--- config.mk ---
export PLATFORM = sky130hd
export DESIGN_NAME = muldiv_unit_flat
export DESIGN_NICKNAME = d
export VERILOG_FILES = /design/src/rtl/muldiv_pkg.sv /design/src/rtl/muldiv_if.sv /design/src/rtl/muldiv_step.sv /design/src/rtl/muldiv_unit.sv /design/src/flat_wrapper.sv
export SDC_FILE = /design/constraint.sdc
export NUM_CORES = 1
export LEC_CHECK = 0
export ABC_CLOCK_PERIOD_IN_PS = 2200
export CAP_MARGIN = 20
export CORE_UTILIZATION = 44
export DETAILED_ROUTE_END_ITERATION = 10
export HOLD_SLACK_MARGIN = 0.03
export PLACE_DENSITY_LB_ADDON = 0.3
export REMOVE_ABC_BUFFERS = 1
export SETUP_SLACK_MARGIN = 0.02
export SLEW_MARGIN = 20
export SYNTH_ARGS = -nofsm -noshare
export SYNTH_HDL_FRONTEND = slang
export SYNTH_SLANG_ARGS = --single-unit
--- constraint.sdc ---
create_clock -name clk -period 2.2 [get_ports clk]
set_input_delay 0.66 -clock clk [delete_from_list [all_inputs] [get_ports clk]]
set_output_delay 0.66 -clock clk [all_outputs]
set_load 0.05 [all_outputs]
--- src/rtl/muldiv_pkg.sv ---
// Shared types and default sizes for the multi-cycle multiply/divide unit.
package muldiv_pkg;

    localparam int DEFAULT_WIDTH      = 8;
    localparam int DEFAULT_REG_ADDR_W = 2;

    typedef enum logic {
        OP_MUL = 1'b0,
        OP_DIV = 1'b1
    } muldiv_op_t;

    typedef enum logic [1:0] {
        S_IDLE = 2'd0,
        S_RUN  = 2'd1,
        S_DONE = 2'd2
    } muldiv_state_t;

endpackage

--- src/rtl/muldiv_if.sv ---
// Request and register-file write bundle between the issuing stage and muldiv_unit.
interface muldiv_if
    import muldiv_pkg::*;
#(
    parameter int WIDTH      = DEFAULT_WIDTH,
    parameter int REG_ADDR_W = DEFAULT_REG_ADDR_W
);

    logic                  start;
    muldiv_op_t            op;
    logic [WIDTH-1:0]      operand_a;
    logic [WIDTH-1:0]      operand_b;
    logic [REG_ADDR_W-1:0] dest_hi;
    logic [REG_ADDR_W-1:0] dest_lo;

    logic                  busy;
    logic                  done;
    logic                  div_by_zero;
    logic [2*WIDTH-1:0]    write_data;
    logic [REG_ADDR_W-1:0] write_reg1;
    logic [REG_ADDR_W-1:0] write_reg2;
    logic                  write_en1;
    logic                  write_en2;

    modport master (
        output start, op, operand_a, operand_b, dest_hi, dest_lo,
        input  busy, done, div_by_zero, write_data,
               write_reg1, write_reg2, write_en1, write_en2
    );

    modport slave (
        input  start, op, operand_a, operand_b, dest_hi, dest_lo,
        output busy, done, div_by_zero, write_data,
               write_reg1, write_reg2, write_en1, write_en2
    );

endinterface

--- src/rtl/muldiv_step.sv ---
// One iteration of shift-add multiply or restoring divide on the {hi, lo} accumulator.
module muldiv_step
    import muldiv_pkg::*;
#(
    parameter int WIDTH = DEFAULT_WIDTH
) (
    input  muldiv_op_t         op,
    input  logic [2*WIDTH-1:0] acc,
    input  logic [WIDTH-1:0]   divisor,
    output logic [2*WIDTH-1:0] acc_next
);

    logic [WIDTH-1:0] hi;
    logic [WIDTH-1:0] lo;
    logic [WIDTH:0]   sum;
    logic [WIDTH:0]   rem_shift;
    logic [WIDTH-1:0] trial;

    assign hi = acc[2*WIDTH-1:WIDTH];
    assign lo = acc[WIDTH-1:0];

    // The multiply keeps the add carry so it shifts back into the top bit;
    // the divide's remainder never exceeds WIDTH bits once it is below the divisor.
    assign sum       = {1'b0, hi} + {1'b0, divisor};
    assign rem_shift = {hi, lo[WIDTH-1]};
    assign trial     = rem_shift[WIDTH-1:0] - divisor;

    always_comb begin
        acc_next = '0;
        if (op == OP_MUL) begin
            if (lo[0]) begin
                acc_next = {sum, lo[WIDTH-1:1]};
            end else begin
                acc_next = {1'b0, hi, lo[WIDTH-1:1]};
            end
        end else if (rem_shift >= {1'b0, divisor}) begin
            acc_next = {trial, lo[WIDTH-2:0], 1'b1};
        end else begin
            acc_next = {rem_shift[WIDTH-1:0], lo[WIDTH-2:0], 1'b0};
        end
    end

endmodule

--- src/rtl/muldiv_unit.sv ---
// Multi-cycle unsigned multiply/divide feeding the register file's 16-bit write port.
module muldiv_unit
    import muldiv_pkg::*;
#(
    parameter int WIDTH      = DEFAULT_WIDTH,
    parameter int REG_ADDR_W = DEFAULT_REG_ADDR_W
) (
    input  logic     clk,
    input  logic     reset,
    muldiv_if.slave  bus
);

    localparam int              CNT_W   = (WIDTH > 1) ? $clog2(WIDTH) : 1;
    localparam logic [CNT_W-1:0] LAST   = CNT_W'(WIDTH - 1);
    localparam logic [1:0]      ST_IDLE = 2'(S_IDLE);
    localparam logic [1:0]      ST_RUN  = 2'(S_RUN);
    localparam logic [1:0]      ST_DONE = 2'(S_DONE);

    logic [1:0]            state;
    logic [CNT_W-1:0]      count;
    muldiv_op_t            op_q;
    logic [WIDTH-1:0]      divisor_q;
    logic [2*WIDTH-1:0]    acc;
    logic [2*WIDTH-1:0]    acc_next;
    logic [REG_ADDR_W-1:0] dest_hi_q;
    logic [REG_ADDR_W-1:0] dest_lo_q;
    logic [2*WIDTH-1:0]    result_q;
    logic [REG_ADDR_W-1:0] write_reg1_q;
    logic [REG_ADDR_W-1:0] write_reg2_q;
    logic                  div_by_zero_q;

    muldiv_step #(.WIDTH(WIDTH)) step (
        .op       (op_q),
        .acc      (acc),
        .divisor  (divisor_q),
        .acc_next (acc_next)
    );

    // Both operations start from {0, a}: the multiply's empty upper half and
    // the divide's zero remainder with the dividend as the initial quotient.
    always_ff @(posedge clk) begin
        if (reset) begin
            state         <= ST_IDLE;
            count         <= '0;
            op_q          <= OP_MUL;
            divisor_q     <= '0;
            acc           <= '0;
            dest_hi_q     <= '0;
            dest_lo_q     <= '0;
            result_q      <= '0;
            write_reg1_q  <= '0;
            write_reg2_q  <= '0;
            div_by_zero_q <= 1'b0;
        end else begin
            case (state)
                ST_IDLE: begin
                    if (bus.start) begin
                        state         <= ST_RUN;
                        count         <= '0;
                        op_q          <= bus.op;
                        divisor_q     <= bus.operand_b;
                        acc           <= {{WIDTH{1'b0}}, bus.operand_a};
                        dest_hi_q     <= bus.dest_hi;
                        dest_lo_q     <= bus.dest_lo;
                        div_by_zero_q <= 1'b0;
                    end
                end
                ST_RUN: begin
                    acc   <= acc_next;
                    count <= count + 1'b1;
                    // Results are registered here so they are settled by the
                    // register file's negedge write inside the DONE cycle.
                    if (count == LAST) begin
                        state         <= ST_DONE;
                        result_q      <= acc_next;
                        write_reg1_q  <= dest_hi_q;
                        write_reg2_q  <= dest_lo_q;
                        div_by_zero_q <= (op_q == OP_DIV) && (divisor_q == '0);
                    end
                end
                ST_DONE: begin
                    state <= ST_IDLE;
                end
                default: begin
                    state <= ST_IDLE;
                end
            endcase
        end
    end

    assign bus.busy        = (state != ST_IDLE);
    assign bus.done        = (state == ST_DONE);
    assign bus.write_en1   = (state == ST_DONE);
    assign bus.write_en2   = (state == ST_DONE);
    assign bus.write_data  = result_q;
    assign bus.write_reg1  = write_reg1_q;
    assign bus.write_reg2  = write_reg2_q;
    assign bus.div_by_zero = div_by_zero_q;

endmodule

--- src/flat_wrapper.sv ---
// flat-port wrapper written by rule: the top's interface ports become plain ports
module muldiv_unit_flat import muldiv_pkg::*;
#(
    parameter int WIDTH      = DEFAULT_WIDTH,
    parameter int REG_ADDR_W = DEFAULT_REG_ADDR_W
)
  (clk, reset, bus_start, bus_op, bus_operand_a, bus_operand_b, bus_dest_hi, bus_dest_lo, bus_busy, bus_done, bus_div_by_zero, bus_write_data, bus_write_reg1, bus_write_reg2, bus_write_en1, bus_write_en2);
  muldiv_if #(.WIDTH(WIDTH), .REG_ADDR_W(REG_ADDR_W)) bus_i ();
  input  logic clk;
  input  logic reset;
  input wire logic [$bits(bus_i.start)-1:0] bus_start;
  input wire logic [$bits(bus_i.op)-1:0] bus_op;
  input wire logic [$bits(bus_i.operand_a)-1:0] bus_operand_a;
  input wire logic [$bits(bus_i.operand_b)-1:0] bus_operand_b;
  input wire logic [$bits(bus_i.dest_hi)-1:0] bus_dest_hi;
  input wire logic [$bits(bus_i.dest_lo)-1:0] bus_dest_lo;
  output wire logic [$bits(bus_i.busy)-1:0] bus_busy;
  output wire logic [$bits(bus_i.done)-1:0] bus_done;
  output wire logic [$bits(bus_i.div_by_zero)-1:0] bus_div_by_zero;
  output wire logic [$bits(bus_i.write_data)-1:0] bus_write_data;
  output wire logic [$bits(bus_i.write_reg1)-1:0] bus_write_reg1;
  output wire logic [$bits(bus_i.write_reg2)-1:0] bus_write_reg2;
  output wire logic [$bits(bus_i.write_en1)-1:0] bus_write_en1;
  output wire logic [$bits(bus_i.write_en2)-1:0] bus_write_en2;
  assign bus_i.start = bus_start;
  assign bus_i.op = bus_op;
  assign bus_i.operand_a = bus_operand_a;
  assign bus_i.operand_b = bus_operand_b;
  assign bus_i.dest_hi = bus_dest_hi;
  assign bus_i.dest_lo = bus_dest_lo;
  assign bus_busy = bus_i.busy;
  assign bus_done = bus_i.done;
  assign bus_div_by_zero = bus_i.div_by_zero;
  assign bus_write_data = bus_i.write_data;
  assign bus_write_reg1 = bus_i.write_reg1;
  assign bus_write_reg2 = bus_i.write_reg2;
  assign bus_write_en1 = bus_i.write_en1;
  assign bus_write_en2 = bus_i.write_en2;
  muldiv_unit #(.WIDTH(WIDTH), .REG_ADDR_W(REG_ADDR_W)) u_core (.clk(clk), .reset(reset), .bus(bus_i));
endmodule
# == Word-level counts from Yosys, hierarchy flattened ==
# Cells that the tools add are included.
# W data, S select, Z words.
# totals
inputBits,24
mem_bits_rw,0
wordCells,43
register_bits,55
latch_bits,0
n_memories,0
out_inout_bits,25
romBits,0
# classes
bitwise_logic,0
eq_ne,5
div_mod_pow,0
n_addsub,3
mux,13
magnitude_cmp,1
reduce_logical,10
multipliers,0
shift,0
# ops
op,count
$mux W16,4
$pmux W16 S2,1
$add A8 B8 Y9,1
$ge A9 B8 Y1,1
$logic_not A8 Y1,1
$reduce_and A2 Y1,4
$sub A8 B8 Y8,1
$pmux W3 S2,1
$mux W2,2
$pmux W2 S2,1
$reduce_bool A2 Y1,2
$add A3 B1 Y3 const B,1
$eq A3 B3 Y1 const B,1
$mux W3,1
$reduce_and A3 Y1,1
$eq A2 B1 Y1 const B,1
$eq A2 B2 Y1 const B,1
$logic_not A2 Y1,1
$mux W1,2
$ne A2 B1 Y1 const B,1
$ne A2 B2 Y1 const B,1
$pmux W1 S2,1
$logic_and A1 B1 Y1,1

# == Longest topological paths before layout ==
# Gate-level depths: netlist (run 1).
# depth
word_depth,4
mapped_depth,10

# == Hierarchy ==
# A second synthesis (run 1) with hierarchy kept.
# unflattened
hier_cells,394
area_unflattened_um2,3146.8
# modules_own_cells
mod,area_each_um2,n_inst,cells_each
muldiv_unit,2079.5,1,254
muldiv_step,1067.3,1,140

# == Worst setup path after synthesis (run 1) ==
# OpenSTA, ideal clock, no wires.
# synth_path
path_kind,flip-flop to flip-flop
startpoint,reg u_core.divisor_q[6]
endpoint,reg u_core.acc[10]
stages_incl_launch_ff,9
slack_ns,0.012
setup_ns,0.079
arrival_time_ns,2.108
path_cell_list,dfxtp_1 inv_1 ha_1 a21o_1 a221oi_4 o21ai_2 mux2i_1 mux2_4 a211oi_2
# synth_via
elab_chain_len,4
# synth_rtl
element,line_no,text
start: declaration,muldiv_unit.sv:22,logic [WIDTH-1:0] divisor_q;
start signal: assignment,muldiv_unit.sv:61,divisor_q <= bus.operand_b;
$ge A9 B8 Y1,muldiv_step.sv:36,"end else if (rem_shift >= {1'b0, divisor}) begin"
$mux W16,muldiv_step.sv:36,
$mux W16,muldiv_step.sv:30,if (op == OP_MUL) begin
$pmux W16 S2,muldiv_unit.sv:55,case (state)
end signal: assignment,muldiv_unit.sv:62,"acc <= {{WIDTH{1'b0}}, bus.operand_a};"
end signal: assignment,muldiv_unit.sv:69,acc <= acc_next;
end: declaration,muldiv_unit.sv:23,logic [2*WIDTH-1:0] acc;
# Every way passes these cells.
# A chain may end at the register's enable or synchronous reset.

# == Final worst setup path (run 1) ==
# layout_path
startpoint,reg u_core.result_q[8] (netlist: u_core.bus.write_data[8])
endpoint,out bus_write_data[8]
# layout_lines
element,line_no,text
start: declaration,muldiv_unit.sv:27,logic [2*WIDTH-1:0] result_q;
start signal: assignment,muldiv_unit.sv:75,result_q <= acc_next;
end: declaration,flat_wrapper.sv:20,output wire logic [$bits(bus_i.write_data)-1:0] bus_write_data;
# No word-level cell between the ends.

==> flow_summary.json, run 1 <==
{
  "outcome": "finished clean",
  "fillers": 643,
  "pwr-share-clk": 0.303,
  "cts_tree": "yes",
  "synth-warning-count": 0,
  "worstMarginPinSlew_ps": 538.2,
  "layout_min_cycle_time_ps": 2135,
  "drv_slew": 0,
  "grt_max_degree": 44,
  "synthArstFlopShare": 0,
  "hpwlAfterDp_um": 6676,
  "core_mm2": 0.006907,
  "max_stage_delay_ps": 810,
  "relSlewSlack": 0.6407,
  "crit_buf_inv": 1,
  "avgSynthCellArea_um2": 8.196,
  "setup_viol": 0,
  "yosysUniqueCellTypes": 59,
  "grt_usage": 0.2363,
  "drc_errors": 0,
  "ys.flop_type": "dfxtp_1",
  "die_y_um": 87.12,
  "antenna_left": 0,
  "timing.final.crit_share": 0.9705,
  "critPathTopFamily": "buffers and inverters",
  "crit_chain": "clkdlybuf4s50_1",
  "initial_core_util": 0.4616,
  "cp.required_ps": 1540,
  "vias_per_cell": 5.536,
  "clk_latency_ps": 310,
  "grt-ovfl-total": 0,
  "syn_area_mm2": 0.003188,
  "rsz0062_at_grt": "true",
  "postLayoutCoreUtil": 0.6255,
  "placedInstanceArea_mm2": 0.003970,
  "antenna_cells": 0,
  "powerDensity_mw_per_mm2": 596.0,
  "cp-start-kind": "flop",
  "seqCellArea_mm2": 0.001116,
  "cts-root-buf": "clkbuf_8",
  "combPwrFrac": 0.280,
  "vias": 3078,
  "cts.sinks": 55,
  "path_clk_slew_ps": 100,
  "die_area_mm2": 0.007590,
  "gp_congestion": 0.8801,
  "cts-buffers-inserted": 5,
  "layout_common_cells": "nand2_1, nor2_1, buf_4, dfxtp_1, a21oi_1",
  "final_area_mm2": 0.004320,
  "internal_power_mw": 1.822,
  "syn_inst": 389,
  "final_common_cell": "nand2_1",
  "routed_wl_um": 8885,
  "grt_pass1_wl_um": 13920,
  "multiInputGateArea_mm2": 0.002085,
  "switching_share": 0.2925,
  "hold_class": "reg -> reg",
  "die_w_um": 87.12,
  "fin_nets": 503,
  "switchingPower_uw": 753.2,
  "row_count": 30,
  "cap_violations": 0,
  "critPathCaptureType": "primary output",
  "critPathSlowestCell": "clkdlybuf4s50_1",
  "cts_buffer_depth": 2,
  "io_buffers": 48,
  "antenna_found_initial": 0,
  "wire_per_inst_um": 15.98,
  "syn2layout_area_growth_pct": 35.52,
  "cp.arrival_ps": 1480,
  "synth-edff-count": 0,
  "finClkSkew_ps": 12.37,
  "path_max_fanout": 2,
  "drt_pre_antenna_iters": 4,
  "grt_pass1_vias": 2865,
  "worstSetupPathType": "reg -> out",
  "drive_gt1_frac": 0.2283,
  "seq_power_share": 0.417,
  "hold_violations": 0,
  "drtIter0Drc": 144,
  "fmax_mhz": 468.4,
  "ios": 49,
  "peakVddDrop_v": 0.0003133,
  "seq_area_frac_synth": 0.3454,
  "cts.htree.levels": 2,
  "p_leak_nw": 1.667,
  "ys_ff_latch": 55
}
-- worst reg2reg max path: stages (launching register included) --
cell	delay, ps
dfxtp_4	400
ha_4	140
inv_2	40
fa_2	400
a211oi_2	260
o211ai_1	110
o41a_1	140
a31oi_1	180
o211ai_1	130
o31ai_1	230
-- power by group through the flow --
stage | combinational [mW] | sequential, mW | clock, mW
finish | 0.722 | 1.07 | 0.779
CTS | 0.658 | 1.07 | 0.791
floorplan | 0.376 | 1.09 | 0
detailed placement | 0.650 | 1.09 | 0
global placement | 0.637 | 1.09 | 0
global route | 0.781 | 1.08 | 0.825
-- path summary, 6_finish.rpt --
kind                                               start                   endpoint  slack, ps  cells past startpoint
worst max-delay path            u_core.bus.write_data[8]          bus_write_data[8]         60                      1
worst max register to register       u_core.divisor_q[0]  u_core.bus.write_data[14]         90                      9
worst min register to register       u_core.dest_lo_q[0]   u_core.bus.write_reg2[0]        450                      2
worst min-delay path                 u_core.dest_lo_q[0]   u_core.bus.write_reg2[0]        450                      2
-- layout make-up --
cell class,count,share of cell area
flip-flops and latches,55,0.2583
repair buffers,90,0.1885
well taps,96,0.02780
inverters,14,0.01216
multi-input cells,293,0.4825
clock inverters,2,0.01390
clock buffers,6,0.01680
-- metal layers --
layer / vias to the layer above / wire length (um) / track usage
met5: - / 0 / 0
met4: 0 / 70 / 0.05514
met3: 9 / 358 / 0.03697
met2: 73 / 4448 / 0.4188
met1: 1463 / 4008 / 0.3011
li1: 1533 / - / -
-- Yosys cell counts, types with 3 or more instances --
| cell | count | area (um2) |
|---|---|---|
| dfxtp_1 | 55 | 1101 |
| nor2b_1 | 4 | 25.02 |
| nand3_1 | 15 | 75.07 |
| mux2i_1 | 11 | 110.1 |
| nor3_1 | 4 | 20.02 |
| o31ai_1 | 4 | 30.03 |
| o21a_1 | 3 | 22.52 |
| o21ai_0 | 3 | 15.01 |
| nand2b_1 | 7 | 43.79 |
| o311ai_2 | 3 | 48.80 |
| a21oi_1 | 43 | 215.2 |
| nand2_1 | 51 | 191.4 |
| a221oi_1 | 8 | 70.07 |
| ha_1 | 18 | 225.2 |
| nor2_1 | 46 | 172.7 |
| o211ai_1 | 7 | 52.55 |
| a21o_1 | 7 | 52.55 |
| clkbuf_1 | 22 | 82.58 |
| nand3b_1 | 3 | 22.52 |
| a211oi_1 | 8 | 60.06 |
| o2111ai_1 | 4 | 35.03 |
| inv_1 | 14 | 52.55 |
-- through the flow --
step | setup slack (ps) | setup TNS, ps | hold WS (ps) | cells | power [mW]
final | 64.88 | 0 | 449.3 | 556 | 2.575
after global routing | -33.84 | -86.79 | 484.2 | 556 | 2.684
after CTS | 15.15 | 0 | 450.0 | 551 | 2.517
after detailed placement | -21.54 | -23.27 | 445.9 | 543 | 1.741
after global placement | 70.48 | 0 | 435.9 | 543 | 1.726
after floorplan | -792.4 | -2377 | 426.0 | 362 | 1.468
-- sequential cells by signal, indices dropped and copies added, names as in the netlist --
register,cells
u_core.dest_lo_q,2
u_core.state,2
u_core.dest_hi_q,2
u_core.bus.write_reg2,2
u_core.divisor_q,8
u_core.bus.write_reg1,2
u_core.op_q,1
u_core.bus.write_data,16
u_core.count,3
u_core.bus.div_by_zero,1
u_core.acc,16
-- cell families after synthesis --
group                    synth area share
adder cells (fa/ha/maj)           0.08320
buffers and inverters             0.05141
XOR/XNOR                          0.01099
multiplexers                      0.03925
AO/OA/AOI/OAI                      0.2575
flip-flops                         0.3454
AND/OR/NAND/NOR                    0.2123
-- what timing repair did --
action	4_1_cts	5_1_grt
setup buffers	0	5
hold buffers	0	0
setup endpoints to repair	6	14
pin swaps	0	19
gates resized for setup	2	42
Power figures use the tool's default switching activity.
==> run 2: changes to the inputs <==
--- a/config.mk
+++ b/config.mk
@@ -8,6 +8,7 @@
 export ABC_CLOCK_PERIOD_IN_PS = 2200
 export CAP_MARGIN = 20
 export CORE_UTILIZATION = 44
+export CTS_CLUSTER_DIAMETER = 150
 export DETAILED_ROUTE_END_ITERATION = 10
 export HOLD_SLACK_MARGIN = 0.03
 export PLACE_DENSITY_LB_ADDON = 0.3
@@ -17,3 +18,4 @@
 export SYNTH_ARGS = -nofsm -noshare
 export SYNTH_HDL_FRONTEND = slang
 export SYNTH_SLANG_ARGS = --single-unit
+export TNS_END_PERCENT = 10
==> flow_summary.json, run 2 (synthesized netlist as in run 1, its figures left out) <==
{
  "outcome": "finished clean",
  "fin_nets": 502,
  "crit_buf_inv": 1,
  "relSlewSlack": 0.6436,
  "path_clk_slew_ps": 100,
  "drtIter0Drc": 147,
  "drv_slew": 0,
  "initial_core_util": 0.4616,
  "routed_wl_um": 8919,
  "fmax_mhz": 469.0,
  "finalWorstSetupSlack_ps": 68.01,
  "cts_tree": "yes",
  "drt_pre_antenna_iters": 4,
  "timing.final.crit_share": 0.9691,
  "hold_violations": 0,
  "switchingPower_uw": 751.9,
  "core_mm2": 0.006907,
  "hold_class": "reg -> reg",
  "clk_latency_ps": 310,
  "ios": 49,
  "holdWs_ps": 452.5,
  "cap_violations": 0,
  "combPwrFrac": 0.280,
  "critPathSlowestCell": "clkdlybuf4s50_1",
  "grt_pass1_wl_um": 13970,
  "grt_pass1_vias": 2879,
  "peakVddDrop_v": 0.0003143,
  "cts.sinks": 55,
  "syn2layout_area_growth_pct": 34.89,
  "row_count": 30,
  "grt_usage": 0.2371,
  "switching_share": 0.2925,
  "r2r-end": "u_core.bus.write_data[13]",
  "setup_viol": 0,
  "cp-start-kind": "flop",
  "drc_errors": 0,
  "drive_gt1_frac": 0.2222,
  "hpwlAfterDp_um": 6676,
  "worstSetupPathType": "reg -> out",
  "final_common_cell": "nand2_1",
  "critPathCaptureType": "primary output",
  "cp-startpoint": "u_core.bus.write_data[8]",
  "cts-root-buf": "clkbuf_8",
  "critPathTopFamily": "buffers and inverters",
  "rr_worst_depth": 8,
  "p_leak_nw": 1.664,
  "antenna_left": 0,
  "cts_buffer_depth": 2,
  "hold_buffers": 0,
  "seq_power_share": 0.418,
  "cts-buffers-inserted": 5,
  "die_area_mm2": 0.007590,
  "gp_congestion": 0.8801,
  "rsz0062_at_grt": "true",
  "worstMarginPinSlew_ps": 533.8,
  "die_w_um": 87.12,
  "grt_max_degree": 44,
  "path_max_fanout": 2,
  "r2r_start": "u_core.divisor_q[0]",
  "io_buffers": 48,
  "die_y_um": 87.12,
  "antenna_cells": 0,
  "cp.arrival_ps": 1470,
  "path_depth": 1,
  "vias_per_cell": 5.553,
  "cts.htree.levels": 2,
  "vias": 3082,
  "cp.required_ps": 1540,
  "finalPower_mw": 2.571,
  "grt-ovfl-total": 0,
  "pwr-share-clk": 0.303,
  "antenna_found_initial": 0,
  "reg2reg_slack_ps": 90,
  "dp_slack_ps": -21.54,
  "finClkSkew_ps": 12.64,
  "internal_power_mw": 1.819,
  "layout_common_cells": "nand2_1, nor2_1, dfxtp_1",
  "crit_chain": "clkdlybuf4s50_1",
  "wire_per_inst_um": 16.07,
  "powerDensity_mw_per_mm2": 597.8,
  "max_stage_delay_ps": 810,
  "layout_min_cycle_time_ps": 2132,
  "critPathCapture": "bus_write_data[8]"
}
-- run 2: cell types whose count changed in the layout (fill, tap and decap cells not counted), sizes merged --
cell	before	now
buf	50	49
-- run 2: power groups by stage --
stage               clock network [mW]  registers (mW)  logic, mW
finish                           0.778            1.07      0.719
global route                     0.825            1.08      0.778
CTS                              0.791            1.07      0.663
detailed placement                   0            1.09      0.650
global placement                     0            1.09      0.637
floorplan                            0            1.09      0.376
-- run 2: how the worst min path moves through the flow --
stage	depth (start not counted)	slack, ps	endpoint	start
6_report	2	450	u_core.bus.write_reg2[0]	u_core.dest_lo_q[0]
4_1_cts	2	450	u_core.bus.write_reg2[0]	u_core.dest_lo_q[0]
2_1_floorplan	2	430	u_core.bus.write_reg1[0]	u_core.dest_hi_q[0]
5_1_grt	2	480	u_core.bus.write_data[12]	u_core.bus.write_data[12]
3_5_place_dp	2	450	u_core.bus.write_reg2[0]	u_core.dest_lo_q[0]
3_3_place_gp	2	440	u_core.bus.write_reg2[0]	u_core.dest_lo_q[0]
-- run 2: metrics by stage --
step | area [um2] | setup TNS (ps) | util | instances
CTS | 4123 | 0 | 0.5969 | 551
finish | 4300 | 0 | 0.6226 | 555
floorplan | 3077 | -2377 | - | 362
global placement | 3970 | 0 | 0.5748 | 543
detailed placement | 3970 | -23.27 | 0.5748 | 543
global route | 4300 | -77.62 | 0.6226 | 555
-- run 2: cell type report --
cell class | count | area [um2]
multi-input combinational | 293 | 2072
clock buffer | 6 | 72.57
inverter | 14 | 52.55
clock inverter | 2 | 60.06
timing repair buffer | 89 | 807.0
tap | 96 | 120.1
sequential | 55 | 1116
fill | 649 | 2606
-- run 2: per-layer routing --
| metal | global-route usage | vias up | part of all wire |
|---|---|---|---|
| met1 | 0.3005 | 1464 | 0.45 |
| met5 | 0 | - | 0 |
| met2 | 0.4223 | 71 | 0.49 |
| met3 | 0.03697 | 12 | 0.044 |
| met4 | 0.05514 | 0 | 0.010 |
| li1 | - | 1535 | - |
-- run 2: timing repair --
action,4_1_cts,5_1_grt
setup endpoints to repair,6,14
resized for setup,3,40
pin swaps,0,19
setup buffers,0,4
